<file path="src/rtl/regfile.sv">
`default_nettype none
// ============================================================================
//  Module      : regfile
//  Description : 2^AW x WIDTH register file, two combinational read ports,
//                one clocked write port, r[0] hardwired to zero.
//  Revision    : 1.0 - initial release
// ============================================================================
module regfile #(
   parameter int WIDTH  = 32,
   parameter int AW     = 5,
   parameter int BYPASS = 1
) (
   input  logic             clk,
   input  logic             rst,
   input  logic             wen,
   input  logic [AW-1:0]    waddr,
   input  logic [WIDTH-1:0] wdata,
   input  logic [AW-1:0]    raddr1,
   output logic [WIDTH-1:0] rdata1,
   input  logic [AW-1:0]    raddr2,
   output logic [WIDTH-1:0] rdata2
);

   localparam int NREG = 1 << AW;

   logic [NREG-1:0]       w_wsel;
   logic [NREG*WIDTH-1:0] w_flat;
   logic [WIDTH-1:0]      w_stored1;
   logic [WIDTH-1:0]      w_stored2;
   logic                  w_hit1;
   logic                  w_hit2;

   // One-hot write decode; slot 0 never gets an enable.
   always_comb begin
      w_wsel        = '0;
      w_wsel[waddr] = wen;
      w_wsel[0]     = 1'b0;
   end

   genvar gi;
   generate
      for (gi = 0; gi < NREG; gi++) begin : g_reg
         if (gi == 0) begin : g_zero
            assign w_flat[gi*WIDTH +: WIDTH] = '0;
         end else begin : g_word
            logic [WIDTH-1:0] word_q;
            logic [WIDTH-1:0] word_d;

            always_comb begin
               word_d = word_q;
               if (w_wsel[gi]) begin
                  word_d = wdata;
               end
            end

            always_ff @(posedge clk) begin
               if (rst) begin
                  word_q <= '0;
               end else begin
                  word_q <= word_d;
               end
            end

            assign w_flat[gi*WIDTH +: WIDTH] = word_q;
         end
      end
   endgenerate

   assign w_stored1 = w_flat[raddr1*WIDTH +: WIDTH];
   assign w_stored2 = w_flat[raddr2*WIDTH +: WIDTH];

   // Forwarding is suppressed under reset so reads show the stored contents.
   generate
      if (BYPASS != 0) begin : g_bypass
         assign w_hit1 = wen && !rst && (waddr == raddr1) && (waddr != '0);
         assign w_hit2 = wen && !rst && (waddr == raddr2) && (waddr != '0);
      end else begin : g_nobypass
         assign w_hit1 = 1'b0;
         assign w_hit2 = 1'b0;
      end
   endgenerate

   always_comb begin
      rdata1 = w_stored1;
      if (raddr1 == '0) begin
         rdata1 = '0;
      end else if (w_hit1) begin
         rdata1 = wdata;
      end
   end

   always_comb begin
      rdata2 = w_stored2;
      if (raddr2 == '0) begin
         rdata2 = '0;
      end else if (w_hit2) begin
         rdata2 = wdata;
      end
   end

endmodule
`default_nettype wire

</file>
<file path="config.mk">
export PLATFORM = sky130hd
export DESIGN_NAME = regfile
export DESIGN_NICKNAME = d
export VERILOG_FILES = /design/src/rtl/regfile.sv
export SDC_FILE = /design/constraint.sdc
export NUM_CORES = 2
export LEC_CHECK = 0
export ABC_AREA = 1
export CAP_MARGIN = 20
export CELL_PAD_IN_SITES_DETAIL_PLACEMENT = 1
export CELL_PAD_IN_SITES_GLOBAL_PLACEMENT = 1
export CORE_AREA = 2 2 398 400
export CTS_CLUSTER_SIZE = 16
export DETAILED_ROUTE_END_ITERATION = 10
export DIE_AREA = 0 0 400 402
export PLACE_DENSITY = 0.74
export SYNTH_ARGS = -nofsm -noshare
export SYNTH_HDL_FRONTEND = slang
export SYNTH_SLANG_ARGS = --single-unit
</file>
<file path="constraint.sdc">
create_clock -name clk -period 3 [get_ports clk]
set_input_delay 0.75 -clock clk [delete_from_list [all_inputs] [get_ports clk]]
set_output_delay 0.75 -clock clk [all_outputs]
set_load 0.02 [all_outputs]
</file>
**Word level (Yosys, flattened, before mapping)**

Index checks and enable logic that the tools add are counted.

- Bits in writable memories: 0
- Logic and storage cells: 54
- Memories kept: 0
- Output and inout bits: 64
- Memory bits (read-only): 0
- Flip-flop bits (word level): 992
- Latch bits: 0
- Input port bits: 50

- Bitwise logic cells: 1
- Add/sub/neg operators: 0
- Mux-type cells: 6
- Equality and inequality tests: 2
- Shifts and indexed selects: 2
- Reductions and logical operators: 10
- Div/mod/pow operators: 0
- $lt $le $gt $ge: 2
- $mul: 0

Operators with widths:

| operator | count |
|---|---|
| indexed part select 1024 x 11 -> 32 bit | 2 |
| two-way mux 32 bit | 4 |
| AND 32 bit | 1 |
| equality test 5 bit | 2 |
| zero test 5 bit | 2 |
| logical AND 1 bit | 6 |
| less-than comparator 5 x 6 -> 1 bit, second input constant | 1 |
| demux 1 bit (select 5 bit) | 1 |
| greater-or-equal comparator 5 x 1 -> 1 bit, second input constant | 1 |
| nonzero test 5 bit | 1 |
| zero test 1 bit | 1 |
| two-way mux 1 bit | 1 |

**Depth between registers and ports, before layout**

- Depth in word-level cells: 6
- Gate-level depth with buffers: 13

**Worst setup path before layout**

Ideal clock, no wire load.

- Path type: input -> output
- From: input port raddr1[1]
- To: output port rdata1[23]
- Cell stages on the path: 11
- Path buffers: 3
- Required time: 2250 ps
- Slack: 238 ps
- Data arrival time: 2012 ps
- Path through: buf_2 clkbuf_1 buf_1 nand3_1 nand2_1 nand2_1 nand3_1 nand3_1 nand3_1 nand2_1 inv_1

- Longest elaborated chain between the ends: 5
- Elaborated cells on any way between the ends: 7
- Classes of those cells: eq/ne: 1; shift: 1; mux: 2; reduce/logical: 3

RTL lines:

| element | line | text |
|---|---|---|
| from (decl) | 18 | `input logic [AW-1:0] raddr1,` |
| parallel branches: the longest is 4 deep, another holds indexed part select 1024 x 11 -> 32 bit | n/a |  |
| two-way mux 32 bit * | 85 | `if (raddr1 == '0) begin` |
| to (decl) | 19 | `output logic [WIDTH-1:0] rdata1,` |

Mark *: on every way between the ends.

**Worst setup path after layout**

- From: input port raddr1[0]
- To: output port rdata1[20]

The elaborated chain is that of the path after synthesis.

==> run_results.csv <==
group,metric,value,unit
run_status,status,"finished with violations",
run_status,violations,"negative setup slack",
synth,synth_area_leaders,"dfxtp_1, nand3_1, nand2_1",
synth,yosys.area.top_type,"dfxtp_1",
synth,synthCells,8298,
placement,dpl.hpwl,179000,um
cts,numCtsBuffers,116,
timing,final.setup.worst_slack,-0.321,ns
timing,finalHoldViolations,0,
synth,synth_cell_type_count,32,
layout,nets,8612,
layout,reg.largest.list,"g.g_word.word_q: 992 flops",
cts,clk_latency,0.78,ns
layout,final_core_util,48.5,%
timing,rsz0062_at_grt,"true",
layout,n_fill_cell,18800,
synth,ys.flop_type,"dfxtp_1",
layout,area_growth,39.8,%
power,total_leakage_power,29.1,nW
layout,largest_reg_flops,992,
layout,layout-drive-gt1-share,24.5,%
grt,grt_antenna_before_repair,8,
grt,grt_pass1_vias,67100,
cts,root_buffer,"clkbuf_16",
worst_setup_path,critPathMaxFanout,8,
worst_setup_path,crit_required,2.25,ns
grt,grtUsageTotal,36.0,%
timing,fin_crit,3.32,ns
timing,slew-limit-headroom,11.1,%
worst_setup_path,ff2ff_setup_slack,2.06,ns
min_path,hold_end,"g_reg[11].g_word.word_q[30]$_SDFFE_PP0P_",
synth,yosysMostFrequentCell,"nand2_1",
min_path,hold_start,"g_reg[11].g_word.word_q[30]$_SDFFE_PP0P_",
min_path,whs_path_depth,2,
timing,clock.fmax,301,MHz
grt,grt_first_pass_wirelength,439000,um
floorplanning,ios,114,
timing,period_share,111,%
cts,cts_tree,"built",
cts,clock_path_buffers,3,
synth,synth_edf_count,0,
floorplanning,start_util,34.7,%
synth,synth.top_cell.area_share,36.4,%
route,vias_per_cell,6.28,
timing,slew_viol_final,0,
synth,synth_seq_area_share,36.4,%
route,wl_per_cell,29.0,um
cts,clk_pin_slew_worst_paths,0.06,ns
route,vias,67400,
grt,gr-total-overflow,0,
worst_setup_path,setup.worst_path.class,"primary input to primary output",
timing,setup_viol,64,
route,drc,0,
placement,port_buffers,113,
synth,syn_nets,8348,
min_path,hold_path_class,"flop to flop",
route,wl,311000,um
route,firstDrtPassIters,6,
layout,largest_register,"g.g_word.word_q",
grt,grt_max_degree,213,
synth,synth_seq_cells,992,
placement,gp_congestion,0.907,
route,drtIter0Drc,7119,
synth,ys_warn_count,0,
synth,avgSynthCellArea,6.57,um^2
floorplanning,die_area,161000,um^2
power,pwr_density_cell,464,nW/um^2
timing,tightest_slew,1.33,ns
floorplanning,die_x,400,um
synth,async_flop_share,0,%
worst_setup_path,end_kind,"primary output",
cts,hold_buffers,0,
worst_setup_path,start_kind,"primary input",
worst_setup_path,rr_endpoint,"g_reg[23].g_word.word_q[27]$_SDFFE_PP0P_",
floorplanning,core,157000,um^2
floorplanning,fp-row-count,146,
synth,synthesis.area,54500,um^2
worst_setup_path,r2r-start,"g_reg[23].g_word.word_q[27]$_SDFFE_PP0P_",
route,antenna_left,0,
power,vdd_drop_max,0.487,mV
worst_setup_path,r2r_cells,2,
placement,post-place-ws,-1.07,ns
floorplanning,die_h,402,um
cts,cts.sinks,992,
timing,finClkSkew,0,ns
worst_setup_path,worstPathArrival,2.57,ns
job,maxCapViolations,0,
synth,synth_common_cells,"nand2_1, nand3_1, nor2_1",
cts,cts_max_level,3,
==> what timing repair did <==
item / CTS / global route
gates cloned: 61 / 17
endpoints found under the setup margin: 64 / 64
pin swaps: 204 / 285
buffers inserted: 126 / 31
resized for setup: 1020 / 690
==> per-stage QoR <==
step                hold slack (ns)  cell area, um^2  power (W)  std cells  setup TNS (ns)
floorplan                     0.458            54500     0.0163       8298               0
global placement              0.480            63000     0.0188      10300          -71.71
detailed placement            0.484            63000     0.0188      10300          -78.73
CTS                           0.493            72800     0.0346      10700           -2.87
global route                  0.516            76300     0.0361      10700          -12.33
finish                        0.499            76300     0.0354      10700          -10.85
==> per-layer routing <==
metal	vias up	global-route usage, %	share of wire [%]
met3	1502	9.20	11
met1	33000	44.2	38
met2	4116	54.5	43
met4	4	25.8	8.9
met5	-	0.605	0.050
li1	28800	-	-
==> worst max-delay path by stage <==
stage / endpoint / cells after the start / slack [ns] / start
CTS: rdata2[2] / 14 / -0.11 / raddr2[0]
global placement: rdata2[30] / 11 / -1.03 / wen
global route: rdata1[20] / 12 / -0.35 / raddr1[0]
floorplan: rdata1[23] / 11 / 0.24 / raddr1[1]
finish: rdata1[20] / 12 / -0.32 / raddr1[0]
detailed placement: rdata2[30] / 11 / -1.07 / wen
==> critical path: stages <==
cell and delay (ns):
buf_16 0.14, buf_16 0.18, xnor2_4 0.16, nand2_1 0.11, nor2_1 0.19, nand4_1 0.20, buf_12 0.27, buf_12 0.17
nand3_4 0.09, nand2_4 0.07, inv_2 0.07, buf_6 0.11
==> cells by family after synthesis <==
| kind of cell | synth area share [%] |
|---|---|
| buffers and inverters | 8.64 |
| DFF | 36.4 |
| and+or+nand+nor | 40.8 |
| xor gates and xnor gates | 0.0803 |
| AOI/OAI and AO/OA | 14.1 |
==> report_power, final <==
part           total, W  internal (W)  leakage [nW]  switching, W
clock            0.0151       0.00857          1.92       0.00650
combinational   0.00682       0.00257          19.2       0.00425
sequential       0.0135        0.0133          8.01      0.000148
total            0.0354        0.0245          29.1        0.0109
==> area by class of cell <==
cell class                      count  area, um^2  area share [%]
Multi-Input combinational cell   6193       34700            45.5
Antenna cell                        6        15.0          0.0197
Inverter                          271        1170            1.54
Tap cell                         2072        2590            3.40
Timing Repair Buffer              985       14000            18.3
Clock buffer                      169        3420            4.49
Clock inverter                     38         513           0.673
Timing Repair inverter              3        31.3          0.0410
Sequential cell                   992       19900            26.0
==> cells in the final DEF (no fill, tap or decap), types with 131 or more instances in the layout <==
cell type / n
buf_4: 402
nand3_1: 1268
nand3_2: 567
clkbuf_16: 133
buf_12: 282
nor2_1: 1001
inv_1: 206
nand2_1: 1977
a211oi_1: 985
buf_6: 131
nand2_2: 168
dfxtp_1: 992
Note: power is estimated with default switching activity, not from simulation.
